<file path="config.mk">
export PLATFORM = sky130hd
export DESIGN_NAME = sys_input_port
export DESIGN_NICKNAME = d
export VERILOG_FILES = /design/src/rtl/sys_input_port_pkg.sv /design/src/rtl/sys_input_port_fifo.sv /design/src/rtl/sys_input_port.sv
export SDC_FILE = /design/constraint.sdc
export NUM_CORES = 1
export LEC_CHECK = 0
export ABC_AREA = 1
export CORE_ASPECT_RATIO = 1.5
export CORE_MARGIN = 1
export CORE_UTILIZATION = 29
export DETAILED_ROUTE_END_ITERATION = 7
export PLACE_DENSITY = 0.59
export SLEW_MARGIN = 20
export SYNTH_ARGS = -nofsm -noshare
export SYNTH_HDL_FRONTEND = slang
export SYNTH_HIERARCHICAL = 1
export SYNTH_SLANG_ARGS = --single-unit
</file>
<file path="constraint.sdc">
create_clock -name system1000 -period 2 [get_ports system1000]
set_input_delay 0.6 -clock system1000 [delete_from_list [all_inputs] [get_ports system1000]]
set_output_delay 0.6 -clock system1000 [all_outputs]
set_load 0.01 [all_outputs]
</file>
<file path="src/rtl/sys_input_port_pkg.sv">
// Shared constants for the processor I/O port logic: register index space,
// input register mapping and load-source codes used by the output-enable decoders.
package sys_input_port_pkg;

    localparam int REG_IDX_W  = 5;
    localparam int DATA_W_DEF = 8;
    localparam logic [REG_IDX_W-1:0] IN_REG_IDX = 5'd5;

    typedef enum logic [1:0] {
        LD_NONE = 2'b00,
        LD_ALU  = 2'b01,
        LD_MEM  = 2'b10,
        LD_IN   = 2'b11
    } ld_code_e;

    function automatic logic reg_match(
        input logic [REG_IDX_W-1:0] idx,
        input logic [REG_IDX_W-1:0] target
    );
        return idx == target;
    endfunction

endpackage

</file>
<file path="src/rtl/sys_input_port_fifo.sv">
// First-word-fall-through FIFO: head word is visible on data_o while non-empty,
// zero when empty so nothing undefined reaches the register file.
module sys_input_fifo #(
    parameter int DATA_W = 8,
    parameter int DEPTH  = 4,
    localparam int PTR_W = $clog2(DEPTH),
    localparam int CNT_W = PTR_W + 1
) (
    input  logic              clk_i,
    input  logic              rst_ni,
    input  logic              push_i,
    input  logic [DATA_W-1:0] data_i,
    input  logic              pop_i,
    output logic [DATA_W-1:0] data_o,
    output logic [CNT_W-1:0]  level_o,
    output logic              full_o,
    output logic              empty_o
);

    logic [DATA_W-1:0] mem_q [DEPTH];
    logic [PTR_W-1:0]  wr_ptr_q, wr_ptr_d;
    logic [PTR_W-1:0]  rd_ptr_q, rd_ptr_d;
    logic [CNT_W-1:0]  count_q, count_d;

    always_comb begin
        wr_ptr_d = wr_ptr_q;
        rd_ptr_d = rd_ptr_q;
        count_d  = count_q;
        if (push_i) begin
            wr_ptr_d = wr_ptr_q + PTR_W'(1);
        end
        if (pop_i) begin
            rd_ptr_d = rd_ptr_q + PTR_W'(1);
        end
        if (push_i && !pop_i) begin
            count_d = count_q + CNT_W'(1);
        end else if (!push_i && pop_i) begin
            count_d = count_q - CNT_W'(1);
        end
    end

    always_ff @(posedge clk_i or negedge rst_ni) begin
        if (!rst_ni) begin
            wr_ptr_q <= '0;
            rd_ptr_q <= '0;
            count_q  <= '0;
        end else begin
            wr_ptr_q <= wr_ptr_d;
            rd_ptr_q <= rd_ptr_d;
            count_q  <= count_d;
        end
    end

    // Storage carries no reset; empty_o masks stale contents on the output.
    always_ff @(posedge clk_i) begin
        if (push_i) begin
            mem_q[wr_ptr_q] <= data_i;
        end
    end

    assign empty_o = (count_q == '0);
    assign full_o  = (count_q == CNT_W'(DEPTH));
    assign level_o = count_q;
    assign data_o  = empty_o ? '0 : mem_q[rd_ptr_q];

endmodule

</file>
<file path="src/rtl/sys_input_port.sv">
// Input port: buffers producer words and hands them to instructions reading IN_REG,
// stalling the pipeline when such a read finds the buffer empty.
module sys_input_port
    import sys_input_port_pkg::*;
#(
    parameter int DATA_W = DATA_W_DEF,
    parameter int DEPTH  = 4,
    parameter logic [REG_IDX_W-1:0] IN_REG = IN_REG_IDX,
    localparam int LVL_W = $clog2(DEPTH) + 1
) (
    input  logic                 system1000,
    input  logic                 system1000_rstn,
    input  logic [DATA_W-1:0]    in_data_i,
    input  logic                 in_valid_i,
    output logic                 in_ready_o,
    input  logic [REG_IDX_W-1:0] rd_reg_i,
    input  logic                 rd_en_i,
    output logic [DATA_W-1:0]    rd_data_o,
    output logic                 hit_o,
    output logic                 stall_o,
    output logic [LVL_W-1:0]     level_o
);

    logic sel;
    logic push;
    logic full;
    logic empty;

    assign sel = rd_en_i && reg_match(rd_reg_i, IN_REG);

    // Ready depends on registered occupancy only, never on a same-cycle pop.
    assign in_ready_o = system1000_rstn && !full;
    assign push       = in_valid_i && in_ready_o;
    assign hit_o      = sel && !empty;
    assign stall_o    = sel && empty;

    sys_input_fifo #(
        .DATA_W (DATA_W),
        .DEPTH  (DEPTH)
    ) u_fifo (
        .clk_i   (system1000),
        .rst_ni  (system1000_rstn),
        .push_i  (push),
        .data_i  (in_data_i),
        .pop_i   (hit_o),
        .data_o  (rd_data_o),
        .level_o (level_o),
        .full_o  (full),
        .empty_o (empty)
    );

endmodule

</file>
==> flow_metrics.tcl, run 1 <==
set metrics [dict create \
    finalCritPeriodShare_pct 97.1 \
    synth_top_area_share_pct 51.9 \
    yosysTopAreaCell "edfxtp_1" \
    synth-edff-count 32 \
    crit_path_end_kind "output port" \
    path_cells "buf_12 -> nand2_1 -> nand3_1 -> a21oi_2 -> buf_2" \
    diodes 0 \
    crit_arrival_ps 1340 \
    fin_nets 264 \
    grt_pass1_wl_um 5930 \
    status "finished clean" \
    path_clk_slew_ps 70 \
    pwr_density_cell_nw_per_um2 1180 \
    crit_type "register to output port" \
    drive_above_1_share_pct 28.5 \
    via_per_inst 4.18 \
    setup-violations-final 0 \
    hold_buffers 0 \
    cts-buffers-inserted 5 \
    grt_pass1_vias 1300 \
    worst_ir_drop_vdd_mv 0.506 \
    hold_violations 0 \
    required_ps 1400 \
    core-area_um2 6170 \
    cpMaxStageDelayCell "dfrtp_2" \
    syn_inst 185 \
    critPathBufInv 2 \
    die_width_um 67.3 \
    drtIter0Drc 29 \
    firstDrtPassIters 4 \
    synth_commonest_cells "inv_1, nand2_1, edfxtp_1" \
    startpoint "u_fifo/rd_ptr_q[0]$_DFFE_PN0P_" \
    grt_overflow 0 \
    rsz0062_at_grt "true" \
    start_util_pct 30.0 \
    die_h_um 99.9 \
    clock_latency_ps 280 \
    setup_slack_ps 58.2 \
    ys_types 24 \
    final_util_pct 41.9 \
    num_vias 1320 \
    synth_nets 208 \
    ys_async_sr_fraction_pct 17.9 \
    syn_avg_cell_area_um2 10.0 \
    clk_path_buf_depth 2 \
    routed_wl_um 3490 \
    fmax_mhz 515 \
    grt_max_degree 17 \
    finClkSkew_ps 6.27 \
    tightest_slew_ps 210 \
    cts_root_buf "clkbuf_8" \
    finalPower_uw 3050 \
    slew_headroom_pct 86.0 \
    place.gp.congestion 0.750 \
    grt_usage_pct 12.3 \
    hp-class "input pin to asynchronous set/reset pin" \
    area.growth.synth_to_final_pct 39.6 \
    final_antenna_net_count 0 \
    yosysWarnings 6 \
    drcViolationCount 0 \
    syn_area_um2 1850 \
    synth_seq_cells 39 \
    yosysSeqAreaShare_pct 61.3 \
    htree_levels 2 \
    post-place-ws_ps -521 \
    startpoint_type "register" \
    cts_sinks 39 \
    fp.dieArea_um2 6720 \
    p_leak_uw 0.00123 \
    netlist_top_cells_area "edfxtp_1, inv_1, dfrtp_1, nand2_1, nand3_1" \
    reg2reg_from "u_fifo/level_o[0]$_DFFE_PN0P_" \
    hpwl_um 2460 \
    cpPeakStageDelay_ps 450 \
    io_buffer_count 30 \
    routedWlPerCell_um 11.1 \
    antenna_found_initial 0 \
    ys.flop_type "edfxtp_1" \
    worst-path-max-fanout 14 \
    finalCriticalPeriod_ps 1940 \
    drv_cap 0 \
    path_delay_family "flip-flops" \
    rows 35 \
    cts_tree "yes" \
    synth.most_common_cell "inv_1" \
    drv_slew 0 \
    top_level_ports 31 \
]
-- worst register-to-register path, stage by stage (launching register included) --
cell and delay (ps):
dfrtp_1 400, nor3_4 210, buf_4 150, buf_6 90, nor2_4 30, buf_6 110, inv_2 60, ha_4 130
inv_2 40, fa_2 350, nand2_2 90, nand3_1 60, nand2_1 60, nand2_1 50
-- area by class of cell --
type                            count  area, um^2
Multi-Input combinational cell     92         581
Sequential cell                    39        1140
Timing Repair Buffer               54         510
Tap cell                           74        92.6
Fill cell                         582        3590
Clock buffer                        8        80.1
Inverter                           49         186
-- kinds of logic (layout without fill, tap and decap cells) --
family / after synthesis / in the layout / synth area share (%)
AOI/OAI and AO/OA: 9 / 9 / 2.43
buffers and inverters: 54 / 111 / 12.0
and+or+nand+nor: 73 / 73 / 17.9
adders and majority gates: 6 / 6 / 4.46
DFF: 39 / 39 / 61.3
xor gates and xnor gates: 4 / 4 / 1.89
-- where the power goes --
| group | leakage, uW | switching, uW | internal [uW] | total (uW) |
|---|---|---|---|---|
| clock | 0.0000395 | 239 | 247 | 486 |
| combinational | 0.000818 | 757 | 694 | 1450 |
| sequential | 0.000371 | 89.8 | 1020 | 1110 |
| total | 0.00123 | 1090 | 1960 | 3050 |
-- layout by cell type (no fill, tap or decap) --
| cell type | count |
|---|---|
| inv_1 | 43 |
| nand2_1 | 42 |
| edfxtp_1 | 32 |
| buf_4 | 15 |
| nand3_1 | 15 |
| buf_2 | 11 |
| clkdlybuf4s50_1 | 9 |
| dlygate4sd2_1 | 7 |
| a21oi_2 | 7 |
| dfrtp_1 | 6 |
| buf_12 | 6 |
| inv_2 | 5 |
| clkbuf_8 | 5 |
| nand2_2 | 4 |
| ha_1 | 4 |
| nand3_2 | 3 |
| clkbuf_1 | 3 |
| dlymetal6s2s_1 | 3 |
| buf_6 | 3 |
| xor2_1 | 3 |
| nor2_1 | 2 |
| nor2_2 | 2 |
| nor3_4 | 2 |
| nor2_4 | 1 |
| nor3b_4 | 1 |
| inv_4 | 1 |
| a21oi_1 | 1 |
| xnor2_1 | 1 |
| o21ai_1 | 1 |
| nand4_1 | 1 |
| fa_2 | 1 |
| ha_4 | 1 |
| dfrtp_2 | 1 |
-- per-layer routing --
| metal | share of wire, % | vias up | global-route usage, % |
|---|---|---|---|
| met5 | 0 | - | 0 |
| met4 | 2.3 | 0 | 5.89 |
| met3 | 2.7 | 5 | 3.07 |
| met2 | 55 | 15 | 21.3 |
| met1 | 40 | 617 | 13.6 |
| li1 | - | 683 | - |
-- what timing repair did --
item                       in CTS  in global routing
hold endpoints to repair        0                  0
setup endpoints to repair      13                 12
setup buffers                   3                  2
gates resized for setup        64                 17
pin swaps                      10                  9
-- stage by stage --
stage	TNS, ps	instance area (um^2)	std cells	hold WS (ps)
after floorplan	0	1860	185	304
after global placement	-10930	2420	303	535
after detailed placement	-10400	2420	303	536
after CTS	-71.5	2520	314	379
after global routing	-82.2	2590	316	381
final	0	2590	316	384
-- worst paths after layout --
check,slack (ps),cells after the start,endpoint
max reg2reg,60,13,u_fifo/level_o[2]$_DFFE_PN0P_
max,60,5,rd_data_o[6]
min in group system1000,550,1,u_fifo/wr_ptr_q[0]$_DFFE_PN0P_
min reg2reg,550,1,u_fifo/wr_ptr_q[0]$_DFFE_PN0P_
min,380,2,u_fifo/rd_ptr_q[0]$_DFFE_PN0P_
max in group asynchronous,1490,2,u_fifo/rd_ptr_q[0]$_DFFE_PN0P_
-- sequential cells by signal, summed over array words and instances, names as in the netlist --
signal and count:
u_fifo/wr_ptr_q 2, u_fifo/level_o 3, u_fifo/rd_ptr_q 2, u_fifo/mem_q 32
Power figures use the tool's default switching activity.
==> run 2, diff against run 1 <==
--- a/config.mk
+++ b/config.mk
@@ -8,9 +8,9 @@
 export ABC_AREA = 1
 export CORE_ASPECT_RATIO = 1.5
 export CORE_MARGIN = 1
-export CORE_UTILIZATION = 29
+export CORE_UTILIZATION = 47
 export DETAILED_ROUTE_END_ITERATION = 7
-export PLACE_DENSITY = 0.59
+export PLACE_DENSITY = 0.83
 export SLEW_MARGIN = 20
 export SYNTH_ARGS = -nofsm -noshare
 export SYNTH_HDL_FRONTEND = slang
==> run 2 against run 1 <==
Net effect:
- the flow now finishes with violations (negative setup slack)
- final area decreased by 2.5%
- non-clock buffer count unchanged
- sequential cell count unchanged
- sequential share of layout area increased by 1.1 points
- via count increased by 1.1%
- routed wire length about the same
- die area decreased by 37%
- worst hold slack got worse by 12 ps
- clock power increased by 13%
- global-route usage increased by 6.4 points
- worst setup slack got worse by 61 ps
- maximum frequency decreased by 3.0%
==> flow_metrics.tcl, run 2 (synthesized netlist as in run 1, its figures left out) <==
set metrics [dict create \
    pwr_density_cell_nw_per_um2 1210 \
    startpoint_type "register" \
    r2r-end "u_fifo/level_o[2]$_DFFE_PN0P_" \
    area.growth.synth_to_final_pct 36.1 \
    hold_buffers 0 \
    largest_reg_flops 32 \
    cts_root_buf "clkbuf_8" \
    grt_overflow 0 \
    drv_slew 0 \
    violations "negative setup slack" \
    hold_violations 0 \
    top_level_ports 31 \
    rsz0062_at_grt "true" \
    cpMaxStageDelayCell "dfrtp_1" \
    diodes 0 \
    firstDrtPassIters 4 \
    drive_above_1_share_pct 26.0 \
    critPathBufInv 3 \
    path_cells "nor3_4 -> buf_12 -> buf_12 -> a21oi_1 -> buf_2" \
    final_cell_mix "inv_1, nand2_1, edfxtp_1" \
    antenna_found_initial 0 \
    path_clk_slew_ps 70 \
    die_width_um 53.3 \
    grt_max_degree 17 \
    r2r_cells 12 \
    setup_slack_ps -2.75 \
    die_h_um 78.9 \
    p_leak_uw 0.00123 \
    fin_tns_setup_ps -3.49 \
    reg2reg_from "u_fifo/level_o[0]$_DFFE_PN0P_" \
    post-place-ws_ps -531 \
    p_comb_share_pct 45.4 \
    crit_path_end_kind "output port" \
    finalPower_uw 3040 \
    rows 27 \
    final_antenna_net_count 0 \
    p_sw_share_pct 34.4 \
    hpwl_um 2420 \
    clk_path_buf_depth 2 \
    intPower_uw 1990 \
    drv_cap 0 \
    grt_pass1_vias 1261 \
    endpoint "rd_data_o[1]" \
    grt_pass1_wl_um 5420 \
    status "finished with violations" \
    worst-path-max-fanout 5 \
    required_ps 1400 \
    drtIter0Drc 39 \
    r2r_slack_ps 80 \
    routedWlPerCell_um 12.3 \
    switchingPower_uw 1050 \
    num_vias 1334 \
    path_delay_family "flip-flops" \
    finalCriticalPeriod_ps 2000 \
    cts_sinks 39 \
    pwr-share-clk_pct 18.1 \
    crit_cells 5 \
    largest_register "u_fifo/mem_q" \
    tightest_slew_ps 263 \
    via_per_inst 4.68 \
    startpoint "u_fifo/level_o[0]$_DFFE_PN0P_" \
    setup-violations-final 2 \
    cts_tree "yes" \
    fin_nets 264 \
    crit_arrival_ps 1400 \
    core-area_um2 3720 \
    worst_ir_drop_vdd_mv 0.894 \
    seq_power_share_pct 36.5 \
    final_common_cell "inv_1" \
    place.gp.congestion 0.859 \
    finClkSkew_ps 2.56 \
    start_util_pct 49.9 \
    finalCritPeriodShare_pct 100 \
    routed_wl_um 3490 \
    fp.dieArea_um2 4200 \
    clock_latency_ps 280 \
    grt_usage_pct 18.7 \
    slew_headroom_pct 82.4 \
    cpPeakStageDelay_ps 400 \
    final_util_pct 67.9 \
    fmax_mhz 499 \
    hp-class "input pin to asynchronous set/reset pin" \
    drcViolationCount 0 \
    cts-buffers-inserted 5 \
    htree_levels 2 \
    crit_type "register to output port" \
    crit_path_frequent_cell "buf_12" \
    io_buffer_count 30 \
]
## run 2: cell count changes in the layout (fill, tap and decap cells not counted), moves of 2 or more
cell	delta
nand3_2	-2
nand3_1	+2
a21oi_2	-6
clkbuf_8	+2
a21oi_1	+6
clkbuf_1	-2
## run 2: worst min path at each step
stage	to	start	slack [ps]
after CTS	u_fifo/level_o[2]$_DFFE_PN0P_	system1000_rstn	360
after global routing	u_fifo/level_o[0]$_DFFE_PN0P_	system1000_rstn	380
after global placement	u_fifo/wr_ptr_q[0]$_DFFE_PN0P_	u_fifo/wr_ptr_q[0]$_DFFE_PN0P_	530
after floorplan	u_fifo/level_o[0]$_DFFE_PN0P_	system1000_rstn	300
final	u_fifo/level_o[1]$_DFFE_PN0P_	system1000_rstn	370
after detailed placement	u_fifo/wr_ptr_q[0]$_DFFE_PN0P_	u_fifo/wr_ptr_q[0]$_DFFE_PN0P_	540
## run 2: layout make-up
type	instances	area, um^2
timing repair buffer	54	507
sequential	39	1140
clock buffer	8	100
tap	43	53.8
inverter	49	189
fill	286	1190
multi-input combinational	92	536
## run 2: metal layers
| layer | vias to the layer above | wire length [um] | track usage (%) |
|---|---|---|---|
| met5 | - | 0 | 0 |
| met4 | 0 | 93 | 8.42 |
| met3 | 11 | 112 | 4.60 |
| met2 | 25 | 1970 | 32.3 |
| met1 | 613 | 1320 | 20.9 |
| li1 | 685 | - | - |
## run 2: what timing repair did
action	CTS	global route
resized for setup	58	13
buffers inserted	6	1
endpoints found under the setup margin	13	13
gates cloned	0	0
pin swaps	10	6
## run 2: through the flow
step	hold slack [ps]	instance area, um^2	std cells
detailed placement	542	2360	270
global placement	533	2360	270
CTS	363	2480	284
floorplan	304	1860	185
finish	372	2520	285
global route	379	2520	285
## run 2: power groups by stage
stage / clock, uW / combinational (uW) / sequential [uW]
final: 551 / 1380 / 1110
after global routing: 597 / 1510 / 1120
after CTS: 565 / 1360 / 1110
after detailed placement: 0 / 1380 / 1130
after global placement: 0 / 1340 / 1120
after floorplan: 0 / 674 / 1130
